===== config.mk =====
export PLATFORM = sky130hd
export DESIGN_NAME = lfsr_random_flat
export DESIGN_NICKNAME = d
export VERILOG_FILES = /design/src/rtl/lfsr_random_if.sv /design/src/rtl/lfsr_random.sv /design/src/flat_wrapper.sv
export SDC_FILE = /design/constraint.sdc
export NUM_CORES = 1
export LEC_CHECK = 0
export CORE_AREA = 2 2 58 60
export CTS_BUF_LIST = sky130_fd_sc_hd__clkbuf_8 sky130_fd_sc_hd__clkbuf_16
export DETAILED_ROUTE_END_ITERATION = 8
export DIE_AREA = 0 0 60 62
export PLACE_DENSITY = 0.66
export SLEW_MARGIN = 30
export SYNTH_ARGS = -nofsm -noshare
export SYNTH_HDL_FRONTEND = slang
export SYNTH_SLANG_ARGS = --single-unit

===== constraint.sdc =====
create_clock -name clk -period 1.79 [get_ports clk]
set_clock_uncertainty 0.1 [all_clocks]
set_input_delay 0.2685 -clock clk [delete_from_list [all_inputs] [get_ports clk]]
set_output_delay 0.2685 -clock clk [all_outputs]
set_load 0.005 [all_outputs]

===== src/rtl/lfsr_random_if.sv =====
// Seed/readback bus between the memory stage and the LFSR random source.
// Ports: mem_val (seed written by software), out (current random value).
interface lfsr_random_if #(
    parameter int WIDTH = 16
);
    logic [WIDTH-1:0] mem_val;
    logic [WIDTH-1:0] out;

    modport master (
        output mem_val,
        input  out
    );

    modport slave (
        input  mem_val,
        output out
    );
endinterface


===== src/rtl/lfsr_random.sv =====
// Free-running 16-bit maximal-length Galois LFSR with change-triggered reseed.
// Ports: clk, rst (sync, active-low), bus.mem_val (seed in), bus.out (state).
module lfsr_random #(
    parameter int                 WIDTH = 16,
    parameter logic [WIDTH-1:0]   SEED  = 16'hACE1,
    parameter logic [WIDTH-1:0]   TAPS  = 16'hB400
) (
    input  logic         clk,
    input  logic         rst,
    lfsr_random_if.slave bus
);
    logic [WIDTH-1:0] state;
    logic [WIDTH-1:0] seed_q;
    logic [WIDTH-1:0] nxt;
    logic             reseed;
    logic [WIDTH-1:0] seed_val;

    assign nxt      = (state >> 1) ^ (state[0] ? TAPS : '0);
    assign reseed   = (bus.mem_val != seed_q);
    // Zero would lock the LFSR up, so it maps onto the default seed.
    assign seed_val = (bus.mem_val == '0) ? SEED : bus.mem_val;

    // seed_q is captured during reset too, so a seed held across reset
    // does not trigger a spurious reseed afterwards.
    always_ff @(posedge clk) begin
        seed_q <= bus.mem_val;
        if (!rst) begin
            state <= SEED;
        end else if (reseed) begin
            state <= seed_val;
        end else begin
            state <= nxt;
        end
    end

    assign bus.out = state;
endmodule


===== src/flat_wrapper.sv =====
// flat-port wrapper written by rule: the top's interface ports become plain ports
module lfsr_random_flat 
#(
    parameter int                 WIDTH = 16,
    parameter logic [WIDTH-1:0]   SEED  = 16'hACE1,
    parameter logic [WIDTH-1:0]   TAPS  = 16'hB400
)
  (clk, rst, bus_mem_val, bus_out);
  lfsr_random_if #(.WIDTH(WIDTH)) bus_i ();
  input  logic clk;
  input  logic rst;
  input wire logic [$bits(bus_i.mem_val)-1:0] bus_mem_val;
  output wire logic [$bits(bus_i.out)-1:0] bus_out;
  assign bus_i.mem_val = bus_mem_val;
  assign bus_out = bus_i.out;
  lfsr_random #(.WIDTH(WIDTH), .SEED(SEED), .TAPS(TAPS)) u_core (.clk(clk), .rst(rst), .bus(bus_i));
endmodule

==> results of run 1 <==
-- cells by family after synthesis --
family / Yosys count / share of synthesized area, %
buffers and inverters: 3 / 1.02
xor gates and xnor gates: 19 / 13.5
DFF: 32 / 52.1
muxes: 16 / 13.0
AOI/OAI and AO/OA: 1 / 2.24
and+or+nand+nor: 42 / 18.0
-- synth_stat cells, drive strengths merged (2+ instances only) --
master,number,area [um^2]
nor2,8,30.0
and2,2,12.5
nor4,4,25.0
nor2b,6,37.5
xnor2,2,17.5
or4,4,41.3
dfxtp,32,641
xor2,17,149
clkbuf,2,7.51
nand2,16,60.1
mux2i,16,160
-- path summary, 6_finish.rpt --
check / startpoint / to / cells past startpoint
worst max register to register: u_core.seed_q[12] / u_core.bus.out[4] / 6
worst min register to register: u_core.bus.out[2] / u_core.bus.out[1] / 2
worst min-delay path: bus_mem_val[10] / u_core.seed_q[10] / 2
worst max-delay path: bus_mem_val[1] / u_core.bus.out[15] / 6
-- flip-flops by register name (all words and copies together), names as in the netlist --
name	count
u_core.seed_q	16
u_core.bus.out	16
-- power by group through the flow --
stage               Sequential, mW  Combinational, mW  Clock, mW
detailed placement           0.788              0.215          0
CTS                          0.773              0.218      0.560
floorplan                    0.786             0.0707          0
global route                 0.776              0.234      0.589
global placement             0.787              0.211          0
finish                       0.772              0.213      0.543
-- through the flow --
| step | utilization (%) | hold slack [ps] |
|---|---|---|
| 3_5_place_dp | 56.0 | 360 |
| 4_1_cts | 59.4 | 221 |
| 6_report | 59.8 | 191 |
| 3_3_place_gp | 56.0 | 355 |
| 5_1_grt | 59.8 | 204 |
| 2_1_floorplan | - | 196 |
-- cell type report --
type	instances	area, um^2	share of cell area (%)
sequential	32	641	33.7
multi-input combinational	78	601	31.6
timing repair buffer	55	512	26.9
clock buffer	6	82.6	4.34
tap	46	57.6	3.03
clock inverter	2	7.51	0.395
-- worst reg2reg max path, cell delays in order (launching register included) --
cell and delay, ps:
dfxtp_1 310, xor2_1 150, nor4_1 280, buf_4 160, and4_4 230, buf_12 140, mux2i_1 210
-- per-layer routing --
layer	share of wire (%)	GRT usage, %	up-vias	wire length [um]
li1	-	-	496	-
met5	0	0	-	0
met1	46	22.5	457	1330
met4	0.90	7.62	0	26
met2	51	27.2	16	1470
met3	2.6	3.52	2	76
-- timing repair --
item,CTS,global route
pin swaps,3,2
setup endpoints to repair,15,14
cloned,0,0
resized for setup,16,5
==> results.py, run 1 <==
metrics = {
    "pwr": {
        "swShare_pct": 22.9,
        "peakVddDrop_mv": 0.475,
        "finalPower_mw": 1.53,
        "leakagePower_nw": 0.886,
        "internal_power_mw": 1.18,
        "power_per_cell_area_nw_per_um2": 804,
        "pwr-share-clk_pct": 35.5,
        "p_switching_uw": 350,
        "seqPwrFrac_pct": 50.5,
        "comb_power_share_pct": 14.0,
    },
    "sta": {
        "maxSlewHeadroom_pct": 80.1,
        "setup_viol": 0,
        "fmax_mhz": 586,
        "hold_viol_final": 0,
        "worst_pin_slew_ps": 296,
        "tns_ps": 0,
        "grt_setup_unrepaired": "false",
        "period_needed_ps": 1710,
        "fin_crit_sh_pct": 95.4,
        "fin_ws_ps": 83.2,
        "maxSlewViolCount": 0,
    },
    "final_layout": {
        "drive_gt1_share_pct": 21.4,
        "final_nets": 190,
        "final_cell_mix": "dfxtp_1, buf_4, clkdlybuf4s50_1",
        "finalNonFillerCells": 219,
        "num_antenna_cells": 0,
        "area_growth_pct": 54.7,
        "layout_commonest_cell": "dfxtp_1",
        "n_fill_cell": 276,
        "stdcell_area_um2": 1900,
    },
    "global_routing": {
        "grt_antenna_before_repair": 0,
        "grt_pass1_vias": 997,
        "globalRouteTotalUtil_pct": 17.1,
        "grt_max_degree": 23,
        "grt_pass1_wl_um": 4610,
        "grt.overflow.total": 0,
    },
    "critical_path": {
        "reg2reg_slack_ps": 130,
        "critPathLaunchType": "input pin",
        "crit_slowest_cell": "or4_4",
        "critPathBufInv": 2,
        "worst-setup-path-type": "input pin to flip-flop",
        "cp-end-kind": "flip-flop",
        "crit_chain": "dlygate4sd2_1 > or4_4 > o41ai_4 > buf_4 > nor2_1 > mux2i_1",
        "critPathMaxStageDelay_ps": 550,
        "critPathTopFamily": "simple AND/OR/NAND/NOR gates",
        "required_ps": 1890,
        "cp.arrival_ps": 1810,
        "crit_fanout": 8,
    },
    "yosys": {
        "synthesis.area_um2": 1230,
        "syn_avg_cell_area_um2": 10.9,
        "synth_flop_cell": "dfxtp_1",
        "synth_seq_cells": 32,
        "synth_cell_types": 16,
        "synthCells": 113,
        "synth_edf_count": 0,
        "ys_seq_area_share_pct": 52.1,
        "ys_warn_count": 0,
        "async_flop_share_pct": 0,
        "syn_nets": 131,
    },
    "clock_tree": {
        "cts_buffers": 5,
        "clk_pin_slew_ps": 60,
        "cts_tree": "built",
        "cts_setup_buffers": 0,
        "clock_latency_ps": 270,
        "cts_sinks": 32,
        "root_buffer": "clkbuf_8",
        "cts_buffer_depth": 2,
        "htreeDepth": 2,
        "hold_buffers": 0,
    },
    "placement": {
        "dp.cells": 211,
        "dpl.hpwl_um": 2220,
        "portBuffers": 33,
        "dpl_cell_area_um2": 1780,
        "gp_congestion": 0.786,
        "post-place-ws_ps": -418,
    },
    "routing": {
        "route.detailed.drc": 0,
        "ant_nets": 0,
        "drtIter0Drc": 13,
        "wl_per_cell_um": 13.2,
        "drtPass1Iterations": 3,
        "vias_per_cell": 4.43,
        "vias": 971,
        "drt-total-wl_um": 2900,
    },
    "die": {
        "core.rowCount": 21,
        "start_util_pct": 38.6,
        "die_area_um2": 3720,
        "coreArea_um2": 3180,
        "ios": 34,
        "die_h_um": 62,
        "die_x_um": 60,
    },
    "min_path": {
        "hp-class": "input pin to flip-flop",
    },
    "outcome": {
        "outcome": "finished, final reports clean",
    },
    "job": {
        "drv_cap": 0,
    },
}
Note: power is estimated with default switching activity, not from simulation.
==> run 2: changes to the inputs <==
--- a/config.mk
+++ b/config.mk
@@ -9,7 +9,7 @@
 export CTS_BUF_LIST = sky130_fd_sc_hd__clkbuf_8 sky130_fd_sc_hd__clkbuf_16
 export DETAILED_ROUTE_END_ITERATION = 8
 export DIE_AREA = 0 0 60 62
-export PLACE_DENSITY = 0.66
+export PLACE_DENSITY = 0.69
 export SLEW_MARGIN = 30
 export SYNTH_ARGS = -nofsm -noshare
 export SYNTH_HDL_FRONTEND = slang
==> constraint.sdc (replaced) <==
create_clock -name clk -period 1.45 [get_ports clk]
set_clock_uncertainty 0.1 [all_clocks]
set_input_delay 0.2175 -clock clk [delete_from_list [all_inputs] [get_ports clk]]
set_output_delay 0.2175 -clock clk [all_outputs]
set_load 0.005 [all_outputs]
==> run 2 against run 1 <==
Against the previous run:
- the run now ends with setup timing left
- sequential share of layout area shrank 1.7 points
- global-route usage rose by 1.7 points
- register-to-register slack worse by 360 ps
- sequential power increased by 24%
- total power increased by 29%
- non-clock buffer count up 3
==> results.py, run 2 (synthesis gave the netlist of run 1 again) <==
metrics = {
    "global_routing": {
        "grt.overflow.total": 0,
        "globalRouteTotalUtil_pct": 18.8,
        "grt_pass1_wl_um": 4860,
        "grt_max_degree": 25,
        "grt_pass1_vias": 1026,
        "grt_antenna_before_repair": 0,
    },
    "critical_path": {
        "r2r.worst_path.cells": 5,
        "crit_fanout": 5,
        "critPathLaunchType": "flip-flop",
        "reg2reg_slack_ps": -230,
        "required_ps": 1550,
        "worst-setup-path-type": "flip-flop to flip-flop",
        "cp-end-kind": "flip-flop",
        "crit_slowest_cell": "nor4_2",
        "crit_chain": "xor2_1 > nor4_2 > and4_4 > buf_12 > mux2i_2",
        "cp.arrival_ps": 1780,
        "critPathMaxStageDelay_ps": 370,
        "critPathBufInv": 1,
        "critPathTopFamily": "simple AND/OR/NAND/NOR gates",
        "r2r_start": "u_core.seed_q[14]",
        "r2r_end": "u_core.bus.out[10]",
    },
    "clock_tree": {
        "root_buffer": "clkbuf_8",
        "htreeDepth": 2,
        "hold_buffers": 0,
        "cts_sinks": 32,
        "cts_buffer_depth": 2,
        "cts_tree": "built",
        "clock_latency_ps": 280,
        "clk_pin_slew_ps": 70,
        "cts_buffers": 5,
    },
    "placement": {
        "gp_congestion": 0.792,
        "dpl.hpwl_um": 2200,
        "portBuffers": 33,
    },
    "die": {
        "core.rowCount": 21,
        "die_h_um": 62,
        "die_area_um2": 3720,
        "start_util_pct": 38.6,
        "die_x_um": 60,
        "ios": 34,
        "coreArea_um2": 3180,
    },
    "routing": {
        "drtPass1Iterations": 4,
        "vias_per_cell": 4.59,
        "wl_met3_um": 118,
        "wl_met2_um": 1560,
        "route.detailed.drc": 0,
        "top_layer_used": "met4",
        "wl_met1_um": 1450,
        "drtIter0Drc": 18,
        "ant_nets": 0,
        "drt-total-wl_um": 3250,
        "wl_per_cell_um": 14.7,
        "vias": 1015,
    },
    "sta": {
        "grt_setup_unrepaired": "true",
        "setup_viol": 16,
        "fmax_mhz": 596,
        "hold_viol_final": 0,
        "fin_ws_ps": -228,
        "maxSlewHeadroom_pct": 78.2,
        "worst_pin_slew_ps": 324,
        "period_needed_ps": 1680,
        "maxSlewViolCount": 0,
        "fin_crit_sh_pct": 116,
    },
    "min_path": {
        "holdPathStages": 2,
        "min_to": "u_core.seed_q[11]",
        "hp-start": "bus_mem_val[11]",
        "hp-class": "input pin to flip-flop",
    },
    "outcome": {
        "violations": "setup timing",
        "outcome": "finished, violations left",
    },
    "final_layout": {
        "multiInputGateArea_um2": 661,
        "layout_commonest_cell": "dfxtp_1",
        "num_antenna_cells": 0,
        "final_nets": 193,
        "n_fill_cell": 260,
        "fin_util_pct": 63.8,
        "seqCellArea_um2": 649,
        "area_growth_pct": 65.2,
        "final_cell_mix": "dfxtp_1, buf_4, nand2_1",
        "drive_gt1_share_pct": 36.0,
    },
    "pwr": {
        "power_per_cell_area_nw_per_um2": 973,
        "peakVddDrop_mv": 0.611,
        "leakagePower_nw": 0.995,
        "finalPower_mw": 1.98,
    },
    "job": {
        "drv_cap": 0,
    },
}
## run 2: cell count changes in the layout (fill, tap and decap cells not counted), moves of 3 or more
| cell | before | now |
|---|---|---|
| dfxtp_2 | 0 | 7 |
| mux2i_1 | 16 | 13 |
| nor2_1 | 8 | 4 |
| buf_2 | 0 | 3 |
| clkdlybuf4s50_1 | 18 | 2 |
| mux2i_2 | 0 | 3 |
| nor2_2 | 0 | 4 |
| dfxtp_1 | 32 | 25 |
| clkdlybuf4s15_1 | 0 | 5 |
| dlymetal6s2s_1 | 5 | 13 |
## run 2: what timing repair did
item / in CTS / in global routing
resized for setup: 50 / 28
setup buffers: 3 / 0
pin swaps: 8 / 9
endpoints found under the setup margin: 22 / 30
cloned: 1 / 0
## run 2: worst max path at each step
stage | depth (start not counted) | to | slack, ps | from
2_1_floorplan | 4 | u_core.bus.out[0] | -150 | bus_mem_val[10]
3_3_place_gp | 6 | u_core.bus.out[5] | -690 | bus_mem_val[10]
3_5_place_dp | 6 | u_core.bus.out[15] | -720 | bus_mem_val[10]
4_1_cts | 5 | u_core.bus.out[3] | -220 | u_core.seed_q[13]
5_1_grt | 5 | u_core.bus.out[3] | -280 | u_core.seed_q[14]
6_report | 5 | u_core.bus.out[10] | -230 | u_core.seed_q[14]
## run 2: cell type report
| class | count | share of cell area (%) |
|---|---|---|
| Timing Repair Buffer | 58 | 27.9 |
| Clock buffer | 7 | 4.75 |
| Sequential cell | 32 | 32.0 |
| Multi-Input combinational cell | 78 | 32.6 |
| Tap cell | 46 | 2.84 |
## run 2: per-layer routing
layer	track usage [%]	up-vias
met5	0	-
met4	8.89	0
met3	7.04	11
met2	30.3	22
met1	22.2	481
li1	-	501
## run 2: report_power, final
group	switching, mW	internal [mW]	total [mW]
clock	0.311	0.422	0.733
combinational	0.131	0.156	0.287
sequential	0.0248	0.930	0.954
total	0.467	1.51	1.98
## run 2: per-stage QoR
| stage | setup WS, ps | hold slack (ps) | area (um^2) | setup TNS, ps | instances |
|---|---|---|---|---|---|
| 6_report | -228 | 86.5 | 2030 | -2890 | 221 |
| 5_1_grt | -283 | 92.2 | 2030 | -3670 | 221 |
| 4_1_cts | -216 | 83.9 | 1940 | -2800 | 221 |
| 3_5_place_dp | -723 | 363 | 1770 | -10950 | 210 |
| 3_3_place_gp | -688 | 347 | 1770 | -10280 | 210 |
| 2_1_floorplan | -149 | 145 | 1230 | -1250 | 113 |
